--- src/rtl/vend_pkg.sv ---
// Shared types and constants for the bottle vending sequencer.
// Coin encodings, coin values, FSM state enum and credit width.
package vend_pkg;

    localparam int CREDIT_W = 4;

    localparam logic [1:0] COIN_INV = 2'b00;
    localparam logic [1:0] COIN_R1  = 2'b01;
    localparam logic [1:0] COIN_R2  = 2'b10;
    localparam logic [1:0] COIN_R5  = 2'b11;

    typedef enum logic [1:0] {
        IDLE,
        COLLECT,
        DISPENSE,
        CHANGE
    } state_t;

    function automatic logic [CREDIT_W-1:0] coin_value(input logic [1:0] code);
        logic [CREDIT_W-1:0] v;
        case (code)
            COIN_R1: v = 4'd1;
            COIN_R2: v = 4'd2;
            COIN_R5: v = 4'd5;
            default: v = 4'd0;
        endcase
        return v;
    endfunction

endpackage

--- src/rtl/vend_timer.sv ---
// Dispense acknowledge watchdog: counts cycles while enabled,
// flags expiry on the last allowed cycle, held at zero by clear.
module vend_timer #(
    parameter int TIMEOUT = 15
) (
    input  logic clk,
    input  logic rst,
    input  logic clear,
    input  logic enable,
    output logic expired
);

    localparam logic [7:0] LAST = 8'(TIMEOUT - 1);

    logic [7:0] cnt;

    assign expired = enable && (cnt == LAST);

    always_ff @(posedge clk or posedge rst) begin
        if (rst) begin
            cnt <= '0;
        end else if (clear) begin
            cnt <= '0;
        end else if (enable && !expired) begin
            cnt <= cnt + 8'd1;
        end
    end

endmodule

--- src/rtl/vend_sequencer.sv ---
// Bottle vending sequencer: coin credit, dispense handshake with
// watchdog, Rs1 change/refund ejection and sticky fault lockout.
module vend_sequencer
    import vend_pkg::*;
#(
    parameter int PRICE   = 5,
    parameter int TIMEOUT = 15
) (
    input  logic                clk,
    input  logic                rst,
    input  logic                coin_valid,
    input  logic [1:0]          coin_code,
    input  logic                cancel,
    input  logic                disp_ack,
    input  logic                chg_ready,
    output logic                coin_en,
    output logic                coin_rej,
    output logic                disp_req,
    output logic                chg_pulse,
    output logic [CREDIT_W-1:0] credit,
    output logic [7:0]          vend_count,
    output logic                fault
);

    localparam logic [CREDIT_W-1:0] PRICE_C = CREDIT_W'(PRICE);

    state_t              state;
    state_t              state_n;
    logic [CREDIT_W-1:0] credit_n;
    logic [CREDIT_W-1:0] sum;
    logic [7:0]          count_n;
    logic                fault_n;
    logic                coin_ok;
    logic                expired;

    assign coin_en = ((state == IDLE) || (state == COLLECT)) && !fault;
    assign coin_ok = coin_valid && coin_en && (coin_code != COIN_INV);
    assign sum     = credit + coin_value(coin_code);

    vend_timer #(
        .TIMEOUT (TIMEOUT)
    ) u_timer (
        .clk     (clk),
        .rst     (rst),
        .clear   (state != DISPENSE),
        .enable  (state == DISPENSE),
        .expired (expired)
    );

    always_comb begin
        state_n   = state;
        credit_n  = credit;
        count_n   = vend_count;
        fault_n   = fault;
        chg_pulse = 1'b0;
        unique case (state)
            IDLE: begin
                if (coin_ok) begin
                    credit_n = sum;
                    state_n  = (sum >= PRICE_C) ? DISPENSE : COLLECT;
                end
            end
            COLLECT: begin
                if (coin_ok) begin
                    credit_n = sum;
                end
                // Cancel refunds everything, including a same-cycle coin.
                if (cancel) begin
                    state_n = CHANGE;
                end else if (coin_ok && (sum >= PRICE_C)) begin
                    state_n = DISPENSE;
                end
            end
            DISPENSE: begin
                if (disp_ack) begin
                    credit_n = credit - PRICE_C;
                    count_n  = vend_count + 8'd1;
                    state_n  = (credit_n != '0) ? CHANGE : IDLE;
                end else if (expired) begin
                    fault_n = 1'b1;
                    state_n = CHANGE;
                end
            end
            CHANGE: begin
                if (credit == '0) begin
                    state_n = IDLE;
                end else if (chg_ready) begin
                    chg_pulse = 1'b1;
                    credit_n  = credit - 1'b1;
                    if (credit == 4'd1) begin
                        state_n = IDLE;
                    end
                end
            end
            default: state_n = IDLE;
        endcase
    end

    always_ff @(posedge clk or posedge rst) begin
        if (rst) begin
            state      <= IDLE;
            credit     <= '0;
            vend_count <= '0;
            fault      <= 1'b0;
            coin_rej   <= 1'b0;
            disp_req   <= 1'b0;
        end else begin
            state      <= state_n;
            credit     <= credit_n;
            vend_count <= count_n;
            fault      <= fault_n;
            coin_rej   <= coin_valid && !coin_ok;
            disp_req   <= (state_n == DISPENSE);
        end
    end

endmodule

--- config.mk ---
export PLATFORM = sky130hd
export DESIGN_NAME = vend_sequencer
export DESIGN_NICKNAME = d
export VERILOG_FILES = /design/src/rtl/vend_pkg.sv /design/src/rtl/vend_timer.sv /design/src/rtl/vend_sequencer.sv
export SDC_FILE = /design/constraint.sdc
export NUM_CORES = 1
export LEC_CHECK = 0
export CAP_MARGIN = 10
export CORE_ASPECT_RATIO = 0.7
export CORE_MARGIN = 2
export CORE_UTILIZATION = 45
export DETAILED_ROUTE_END_ITERATION = 7
export PLACE_DENSITY = 0.68
export SLEW_MARGIN = 15
export SYNTH_ARGS = -nofsm -noshare
export SYNTH_HDL_FRONTEND = slang
export SYNTH_HIERARCHICAL = 1
export SYNTH_SLANG_ARGS = --single-unit
export TNS_END_PERCENT = 50
--- constraint.sdc ---
create_clock -name clk -period 1.8 [get_ports clk]
set_input_delay 0.36 -clock clk [delete_from_list [all_inputs] [get_ports clk]]
set_output_delay 0.36 -clock clk [all_outputs]
set_load 0.02 [all_outputs]
After elaboration in Yosys (flattened, before gate mapping)

Index checks and enable logic that the tools add are counted.

Add/subtract/negate cells: 5
Magnitude comparators: 1
Equal/unequal tests: 14
Muxes and demuxes: 22
Bitwise logic cells: 1
Reductions and logical operators: 20

Operator list:

| kind                                                 | count |
|---|---|
| two-way mux 2 bit                                    | 10 |
| adder 8 x 1 -> 8 bit (second input constant)         | 2 |
| two-way mux 4 bit                                    | 4 |
| two-way mux 8 bit                                    | 2 |
| one-hot mux 4 bit (3 select lines)                   | 1 |
| equality test 2 bit (second input constant)          | 5 |
| one-hot mux 3 bit (3 select lines)                   | 1 |
| equality test 8 x 4 -> 1 bit (second input constant) | 1 |
| != test 2 bit (second input constant)                | 4 |
| one-hot mux 2 bit (4 select lines)                   | 1 |
| logical AND 1 bit                                    | 7 |
| adder 4 bit                                          | 1 |
| equality test 2 x 1 -> 1 bit (second input constant) | 2 |
| equality test 4 x 1 -> 1 bit (second input constant) | 1 |
| >= comparator 4 x 3 -> 1 bit (second input constant) | 1 |
| logical NOT 4 bit                                    | 1 |
| AND reduction 4 bit                                  | 1 |
| nonzero test 2 bit                                   | 2 |
| nonzero test 4 bit                                   | 1 |
| subtractor 4 x 1 -> 4 bit (second input constant)    | 1 |
| subtractor 4 x 3 -> 4 bit (second input constant)    | 1 |
| logical NOT 1 bit                                    | 3 |
| two-way mux 1 bit                                    | 3 |
| AND reduction 3 bit                                  | 1 |
| 6 further kinds                                      | 6 |

Register bits: 25
Bits of input ports: 8

Logic depth before layout (Yosys ltp)

Gate-level depths: netlist of the first run.

Depth in word-level cells: 10
Mapped depth: 8
Gate-level depth less buffers: 8

Hierarchy

The synthesis of the first run kept the hierarchy.

Modules (own cells, without submodules):

| module         | times used | cells each | area each (µm²) | seq. area each (µm²) |
|---|---|---|---|---|
| vend_sequencer | 1          | 125        | 1199.9          | 425.4 |
| vend_timer     | 1          | 50         | 476.7           | 200.2 |

Worst setup path after synthesis of the first run

Ideal clock, no wire load.

Path kind: register to register
Start point: register credit[0]
End point: register disp_req
Data arrival time: 1915 ps
Setup slack: -211 ps
Stages on the path, launching flop included: 9
Path through: dfrtp_1 ha_1 inv_1 fa_1 nand2b_1 a2bb2oi_1 a31oi_1 a21bo_2 o31ai_1

Cells in the longest elaborated chain, start to end: 7
Elaborated cells on any way between the ends: 18

RTL lines:

| element                              | RTL line                                   | RTL |
|---|---|---|
| start, declared                      | vend_sequencer.sv:20                       | `output logic [CREDIT_W-1:0] credit,` |
| start signal, assigned               | vend_sequencer.sv:109                      | `credit <= credit_n;` |
| adder 4 bit                          | vend_sequencer.sv:38                       | `assign sum = credit + coin_value(coin_code);` |
| >= comparator 4 x 3 -> 1 bit         | vend_sequencer.sv:60, vend_sequencer.sv:70 |  |
| logical AND 1 bit                    | vend_sequencer.sv:70                       | `end else if (coin_ok && (sum >= PRICE_C)) begin` |
| two-way mux 2 bit                    | vend_sequencer.sv:70                       |  |
| two-way mux 2 bit                    | vend_sequencer.sv:68                       | `if (cancel) begin` |
| one-hot mux 2 bit (4 select lines) * | vend_sequencer.sv:56                       | `unique case (state)` |
| equality test 2 bit *                | vend_sequencer.sv:113                      | `disp_req <= (state_n == DISPENSE);` |
| end signal, assigned                 | vend_sequencer.sv:113                      |  |
| end, declared                        | vend_sequencer.sv:18                       | `output logic disp_req,` |

Mark *: on every way between the ends. The rest lies on a longest branch, timed or not.
A chain may end at the register's enable or synchronous reset.

Worst setup path in the final report of the first run

Same ends and word-level chain as after synthesis.

==> results by group, run 1 <==
Synthesis
  • Synth Instances: 175
  • Post-synthesis cell type count: 53
  • Commonest cells post-synth: dfrtp_1 (25), a21oi_1 (12), inv_1 (12), nand2_1 (12), nor2_1 (11)
  • Count leader, synth: dfrtp_1
  • Yosys reg bits: 25
  • Largest family of logic cells by synthesized area: compound AO/OA/AOI/OAI gates
  • Synth Area per Inst: 9.58 um2
  • Xor-xnor portion of the synthesized cell area: 4.70%
  • Post-synth ARST share: 100%
  • Synth Area in Simple Gates: 19.4%
  • Post-Syn Area: 0.00168 mm2
  • Adder-Cell Fraction of Synth Area: 9.33%
  • Post-synth top area share: 37.3%
  • Ys Warns: 6
  • Mux cell area share after synthesis: 3.96%
  • Number of synthesized flops with an enable pin: 0
  • Top cell type by total area after synthesis: dfrtp_1
  • Synth area leaders: dfrtp_1 (37%), ha_1 (7.5%), a21oi_1 (3.6%), mux2_2 (3.4%), xnor2_1 (3.1%)
  • Post-synth net total: 194
  • Sequential fraction of the synthesis area: 37.3%
  • Synth Flop Type: dfrtp_1
  • Compound-Gate Fraction of Synth Area: 19.9%

Hold path
  • Type of the worst min-delay path: in2async

Detailed routing
  • Via count: 1512
  • DRT Pass-1 Iters: 4
  • Wire per inst: 14.5 um
  • DRT iter0 DRCs: 96
  • Routed WL: 4.07 mm
  • Number of nets with antenna violations after routing: 0
  • Via-per-instance ratio: 5.40
  • Detailed-route DRC error count: 0

Floorplanning
  • Initial Util: 47.4%
  • Core Box Area: 0.00354 mm2
  • Die area: 0.00424 mm2
  • Die height: 55.1 um
  • Die X: 77.0 um
  • Std-Cell Rows: 18
  • Io pins: 25

Final layout
  • Post-route cell area: 0.00231 mm2
  • Antenna diodes: 0
  • Synth-to-Final Area Change: 37.9%
  • Nets@finish: 250
  • Final core area utilization: 65.4%
  • Layout Cells excl Fill: 280
  • Share of cells above drive strength 1: 31.7%

Worst setup path
  • Critical path required time: 1.99 ns
  • Slowest library cell on the worst path: dfrtp_2
  • FF-to-FF Start: credit[0]
  • Crit path capture: disp_req
  • Critical path peak fanout: 3
  • Setup crit start: credit[0]
  • Critical Path, Cell by Cell: buf_6, ha_4, inv_2, fa_1, nand2b_1, a2bb2oi_1, a31oi_1, a21bo_2, o31ai_2
  • WS Path Type: reg2reg
  • Arr. time, crit path: 2.13 ns
  • R2R depth: 9
  • Buf/Inv on CP: 2
  • CP peak stage delay: 0.43 ns
  • RR Endpoint: disp_req
  • Setup slack, reg-to-reg: -0.14 ns
  • Worst setup EP type: flip-flop
  • Cell family contributing the most delay on the critical path: compound AO/OA/AOI/OAI gates
  • CP startpoint kind: flip-flop
  • Critical path depth in cells: 9

Placement
  • Pre-CTS WS: -0.694 ns
  • Port buffer count: 24
  • Cells after DPL: 274
  • GPL Wtd Cong: 0.935
  • HPWL Detailed: 3.14 mm
  • Placed cell area: 0.00218 mm2

Global routing
  • First-pass GRT wire length: 6.52 mm
  • Number of global-route vias before repair: 1394
  • Gr usage total: 20.2%
  • Initial antenna violation count: 0
  • Largest net degree at the start of global routing: 18
  • Grt total ovfl: 0

CTS
  • CTS clk-pin slew, worst paths: 0.09 ns
  • Num Clock Sinks: 25
  • CTS Hold Bufs: 0
  • H-tree levels: 1
  • CTS tree: built
  • Number of buffers created by CTS: 3
  • Clock root buffer: clkbuf_8
  • Later-pin clock latency in the skew report: 0.27 ns
  • CTS max path bufs: 2

Power
  • Power Dens Cells: 1560 mW/mm2
  • Switching power: 0.00157 W
  • Combinational Power Share: 66.7%
  • Clock power share: 9.5%
  • Max IR drop VDD: 807 uV
  • Internal power: 0.00204 W
  • Seq pwr share: 23.8%
  • Leakage power: 1.04 nW
  • Sw Share: 43.5%

Status
  • Status: finished with violations
  • Failing checks: setup timing

Timing
  • Fin. Hold Viols: 0
  • Worst Max-Slew Pin Slew: 0.509 ns
  • Fin crit period: 1.94 ns
  • RSZ-0062 raised after global routing: true
  • Period utilization: 108%
  • Final WS setup: -0.145 ns
  • Slew headroom: 65.7%
  • Fin. max-slew vios: 0
  • Fmax: 0.514 GHz
  • Skew final: 0.00194 ns
  • Final setup viols: 4

Flow run
  • MaxCap Viol Count: 0
==> flip-flops by register name (all words and copies together) (netlist names) <==
register,cells
fault,1
state,2
disp_req,1
u_timer/cnt,8
coin_rej,1
vend_count,8
credit,4
==> worst reg2reg max path, delay by kind of cell (launching register included) <==
kind | cells | cell delay, ns
AND/OR/NAND/NOR | 1 | 0.12
buffers and inverters | 2 | 0.16
adder cells (fa/ha/maj) | 2 | 0.57
flip-flops | 1 | 0.43
AO/OA/AOI/OAI | 4 | 0.58
==> timing repair <==
action / in CTS / in global routing
gates resized for setup: 16 / 10
cloned: 0 / 0
endpoints found under the setup margin: 11 / 8
pin swaps: 3 / 6
setup buffers: 2 / 0
==> metrics by stage <==
stage,hold WS (ns),setup TNS (ns),power (W)
global route,0.383,-0.825,0.00387
CTS,0.369,-0.352,0.00349
floorplan,0.176,-0.0848,0.00219
detailed placement,0.486,-3.29,0.00309
finish,0.362,-0.399,0.00361
global placement,0.466,-2.62,0.00302
==> final cells by class <==
class                      count  area [um2]
tap                           50        62.6
inverter                      12        45.0
sequential                    25         628
timing repair buffer          57         492
fill                         301        1220
multi-input combinational    132        1040
clock buffer                   3        41.3
clock inverter                 1        7.51
==> metal layers <==
metal,global-route usage (%),share of wire [%],up-vias
met2,35.2,45,47
met1,27.1,49,732
met5,0,0,-
li1,-,-,731
met3,4.06,5.6,2
met4,3.33,0.29,0
==> power groups by stage <==
stage | Combinational [W] | Clock [W] | Sequential [W]
2_1_floorplan | 0.00119 | 0 | 0.00100
3_5_place_dp | 0.00222 | 0 | 0.000864
5_1_grt | 0.00261 | 0.000376 | 0.000886
4_1_cts | 0.00229 | 0.000350 | 0.000850
6_report | 0.00241 | 0.000345 | 0.000859
3_3_place_gp | 0.00216 | 0 | 0.000859
==> cells by family after synthesis <==
logic type	count (synthesis)
and+or+nand+nor	60
AOI/OAI and AO/OA	45
DFF	25
buffers and inverters	18
adders and majority gates	12
xor gates and xnor gates	9
muxes	6
==> placed cells by master (no fill, tap or decap), types with 2 or more instances in the layout <==
cell type,n
o31ai_1,2
xor2_1,3
dfrtp_2,2
ha_1,8
clkdlybuf4s50_1,17
ha_4,2
dlygate4sd2_1,4
inv_1,10
nand2b_4,2
inv_2,2
a211o_1,2
a31oi_1,2
nand3_1,7
nand2_1,12
a21oi_1,12
mux2_2,5
or3_1,2
buf_4,32
o21ai_0,6
nor2b_1,4
xnor2_1,6
clkdlybuf4s15_2,2
dfrtp_1,23
o22ai_1,2
nand4_1,3
nor2_1,11
or2_2,2
clkbuf_8,3
and2_1,2
nand2b_1,5
o21ai_2,4
==> how the worst min path moves through the flow <==
| stage | slack, ns | to | from | depth (start not counted) |
|---|---|---|---|---|
| finish | 0.36 | u_timer/cnt[5] | rst | 2 |
| global route | 0.38 | u_timer/cnt[2] | rst | 2 |
| CTS | 0.37 | u_timer/cnt[3] | rst | 2 |
| detailed placement | 0.49 | vend_count[7] | vend_count[7] | 1 |
| global placement | 0.47 | vend_count[7] | vend_count[7] | 1 |
| floorplan | 0.18 | u_timer/cnt[0] | rst | 1 |
(Power assumes the default switching activity.)
==> run 2, diff against run 1 <==
--- a/config.mk
+++ b/config.mk
@@ -10,6 +10,7 @@
 export CORE_MARGIN = 2
 export CORE_UTILIZATION = 45
 export DETAILED_ROUTE_END_ITERATION = 7
+export GPL_ROUTABILITY_DRIVEN = 0
 export PLACE_DENSITY = 0.68
 export SLEW_MARGIN = 15
 export SYNTH_ARGS = -nofsm -noshare
==> results of run 2 <==
Same layout as run 1: the final DEF is identical, and so are final timing and power.
==> run 3, diff against run 2 <==
--- a/config.mk
+++ b/config.mk
@@ -12,6 +12,7 @@
 export DETAILED_ROUTE_END_ITERATION = 7
 export GPL_ROUTABILITY_DRIVEN = 0
 export PLACE_DENSITY = 0.68
+export SKIP_CTS_REPAIR_TIMING = 1
 export SLEW_MARGIN = 15
 export SYNTH_ARGS = -nofsm -noshare
 export SYNTH_HDL_FRONTEND = slang
==> run 3 against run 2 <==
Compared with the run above:
- the flow still finishes with violations (setup timing)
- critical path type unchanged
- combinational power is 7% higher
- clock-buffer cell count stayed put
- worst setup slack worse by 0.0026 ns
- largest cell class unchanged
- first-iteration DRC count is 9.4% higher
- core utilization is 1.8 points higher
==> results by group, run 3 (synthesis gave the netlist of run 1 again) <==
Floorplanning
  • Initial Util: 47.4% (unchanged)
  • Io pins: 25 (unchanged)
  • Core Box Area: 0.00354 mm2 (unchanged)
  • Die height: 55.1 um (unchanged)
  • Die X: 77.0 um (unchanged)
  • Die area: 0.00424 mm2 (unchanged)
  • Std-Cell Rows: 18 (unchanged)

Flow run
  • MaxCap Viol Count: 0 (unchanged)

Hold path
  • Type of the worst min-delay path: in2async (unchanged)

Detailed routing
  • Wire per inst: 15.1 um (was 14.5 um)
  • Routed WL: 4.22 mm (was 4.07 mm)
  • Met1 Wirelength: 2.02 mm (was 1.99 mm)
  • DR top layer: met4 (unchanged)
  • Detailed-route DRC error count: 0 (unchanged)
  • DRT Pass-1 Iters: 4 (unchanged)
  • WL met2: 1.94 mm (was 1.84 mm)
  • DRT iter0 DRCs: 105 (was 96)
  • Met3 Wirelength: 239 um (was 226 um)
  • Number of nets with antenna violations after routing: 0 (unchanged)
  • Via-per-instance ratio: 5.43 (was 5.40)
  • Via count: 1514 (was 1512)

Final layout
  • Share of cells above drive strength 1: 32.8% (was 31.7%)
  • Fillers: 290 (was 301)
  • Commonest cells after routing, fill and taps aside: buf_4 (28), dfrtp_1 (23), clkdlybuf4s50_1 (17), nand2_1 (12) (was buf_4 (32), dfrtp_1 (23), clkdlybuf4s50_1 (17), nand2_1 (12), a21oi_1 (12))
  • Most common cell after layout, fill and taps aside: buf_4 (unchanged)
  • Synth-to-Final Area Change: 41.8% (was 37.9%)
  • Layout Cells excl Fill: 279 (was 280)
  • Regs by FF count: u_timer/cnt x8, vend_count x8, credit x4 (unchanged)
  • Antenna diodes: 0 (unchanged)
  • Final core area utilization: 67.2% (was 65.4%)
  • Nets@finish: 249 (was 250)

CTS
  • H-tree levels: 1 (unchanged)
  • CTS tree: built (unchanged)
  • Later-pin clock latency in the skew report: 0.27 ns (about the same)
  • Num Clock Sinks: 25 (unchanged)
  • CTS max path bufs: 2 (unchanged)
  • CTS clk-pin slew, worst paths: 0.09 ns (about the same)
  • Number of buffers created by CTS: 3 (unchanged)
  • Clock root buffer: clkbuf_8 (unchanged)

Timing
  • Fin. max-slew vios: 0 (unchanged)
  • Final setup viols: 4 (unchanged)
  • Fmax: 0.513 GHz (was 0.514 GHz)
  • Fin crit period: 1.95 ns (was 1.94 ns)
  • Final WS setup: -0.147 ns (was -0.145 ns)
  • Skew final: 0.00244 ns (was 0.00194 ns)
  • Worst Max-Slew Pin Slew: 0.578 ns (was 0.509 ns)
  • Slew headroom: 61.0% (was 65.7%)
  • RSZ-0062 raised after global routing: true (unchanged)
  • Fin. Hold Viols: 0 (unchanged)
  • Period utilization: 108% (about the same)

Global routing
  • Number of global-route vias before repair: 1367 (was 1394)
  • First-pass GRT wire length: 6.47 mm (was 6.52 mm)
  • Initial antenna violation count: 0 (unchanged)
  • Grt total ovfl: 0 (unchanged)
  • Largest net degree at the start of global routing: 18 (unchanged)
  • Gr usage total: 20.1% (was 20.2%)

Placement
  • Port buffer count: 24 (unchanged)
  • HPWL Detailed: 3.14 mm (unchanged)
  • Cells after DPL: 274 (unchanged)
  • Pre-CTS WS: -0.694 ns (unchanged)

Worst setup path
  • Critical path peak fanout: 4 (was 3)
  • FF-to-FF Start: credit[0] (unchanged)
  • Critical path required time: 1.99 ns (about the same)
  • CP startpoint kind: flip-flop (unchanged)
  • WS Path Type: reg2reg (unchanged)
  • Setup slack, reg-to-reg: -0.15 ns (was -0.14 ns)
  • Arr. time, crit path: 2.13 ns (about the same)
  • RR Endpoint: disp_req (unchanged)
  • Worst setup EP type: flip-flop (unchanged)
  • R2R depth: 8 (was 9)

Power
  • Switching power: 0.00167 W (was 0.00157 W)
  • Overall power: 0.00380 W (was 0.00361 W)
  • Leakage power: 1.08 nW (was 1.04 nW)
  • Max IR drop VDD: 845 uV (was 807 uV)
  • Combinational Power Share: 68.1% (was 66.7%)
  • Power Dens Cells: 1600 mW/mm2 (was 1560 mW/mm2)
  • Sw Share: 43.8% (was 43.5%)
  • Internal power: 0.00213 W (was 0.00204 W)
  • Clock power share: 9.0% (was 9.5%)
  • Seq pwr share: 22.9% (was 23.8%)

Status
  • Status: finished with violations (unchanged)
  • Failing checks: setup timing (unchanged)
==> run 3: power groups by stage <==
stage	logic (W)	clock network [W]	registers, W
6_report	0.00259	0.000342	0.000871
5_1_grt	0.00278	0.000376	0.000896
4_1_cts	0.00224	0.000350	0.000858
3_5_place_dp	0.00222	0	0.000864
3_3_place_gp	0.00216	0	0.000859
2_1_floorplan	0.00119	0	0.00100
==> run 3: area by class of cell <==
cell class	instances	area (um2)	share of cell area (%)
clock buffer	3	41.3	1.74
multi-input combinational	132	1080	45.4
inverter	12	45.0	1.89
sequential	25	628	26.4
timing repair buffer	56	514	21.6
clock inverter	1	7.51	0.316
tap	50	62.6	2.63
==> run 3: per-layer routing <==
layer | vias up | track usage [%]
met4 | 0 | 3.33
met5 | - | 0
met3 | 2 | 4.06
li1 | 733 | -
met1 | 734 | 27.3
met2 | 45 | 34.5
==> run 3: worst max-delay path by stage <==
stage	startpoint	endpoint	slack, ns	cells past startpoint
3_3_place_gp	coin_code[0]	disp_req	-0.58	9
5_1_grt	credit[0]	disp_req	-0.22	8
6_report	credit[0]	disp_req	-0.15	8
4_1_cts	credit[0]	chg_pulse	-0.50	6
3_5_place_dp	coin_code[0]	disp_req	-0.69	9
2_1_floorplan	credit[0]	disp_req	-0.08	8
==> run 3: worst max-delay path: stages, from the launching register on <==
cell and delay, ns:
dfrtp_2 0.44, ha_4 0.15, inv_2 0.03, fa_1 0.49, nand2b_1 0.14, nand3_2 0.11
a31oi_4 0.21, a21bo_2 0.24, o31ai_2 0.05
==> run 3: stage by stage <==
step           area [um2]  TNS (ns)  hold WS (ns)
6_report             2380    -0.183         0.362
5_1_grt              2380    -0.690         0.383
4_1_cts              2230     -2.22         0.369
3_5_place_dp         2180     -3.29         0.486
3_3_place_gp         2180     -2.62         0.466
2_1_floorplan        1690   -0.0848         0.176
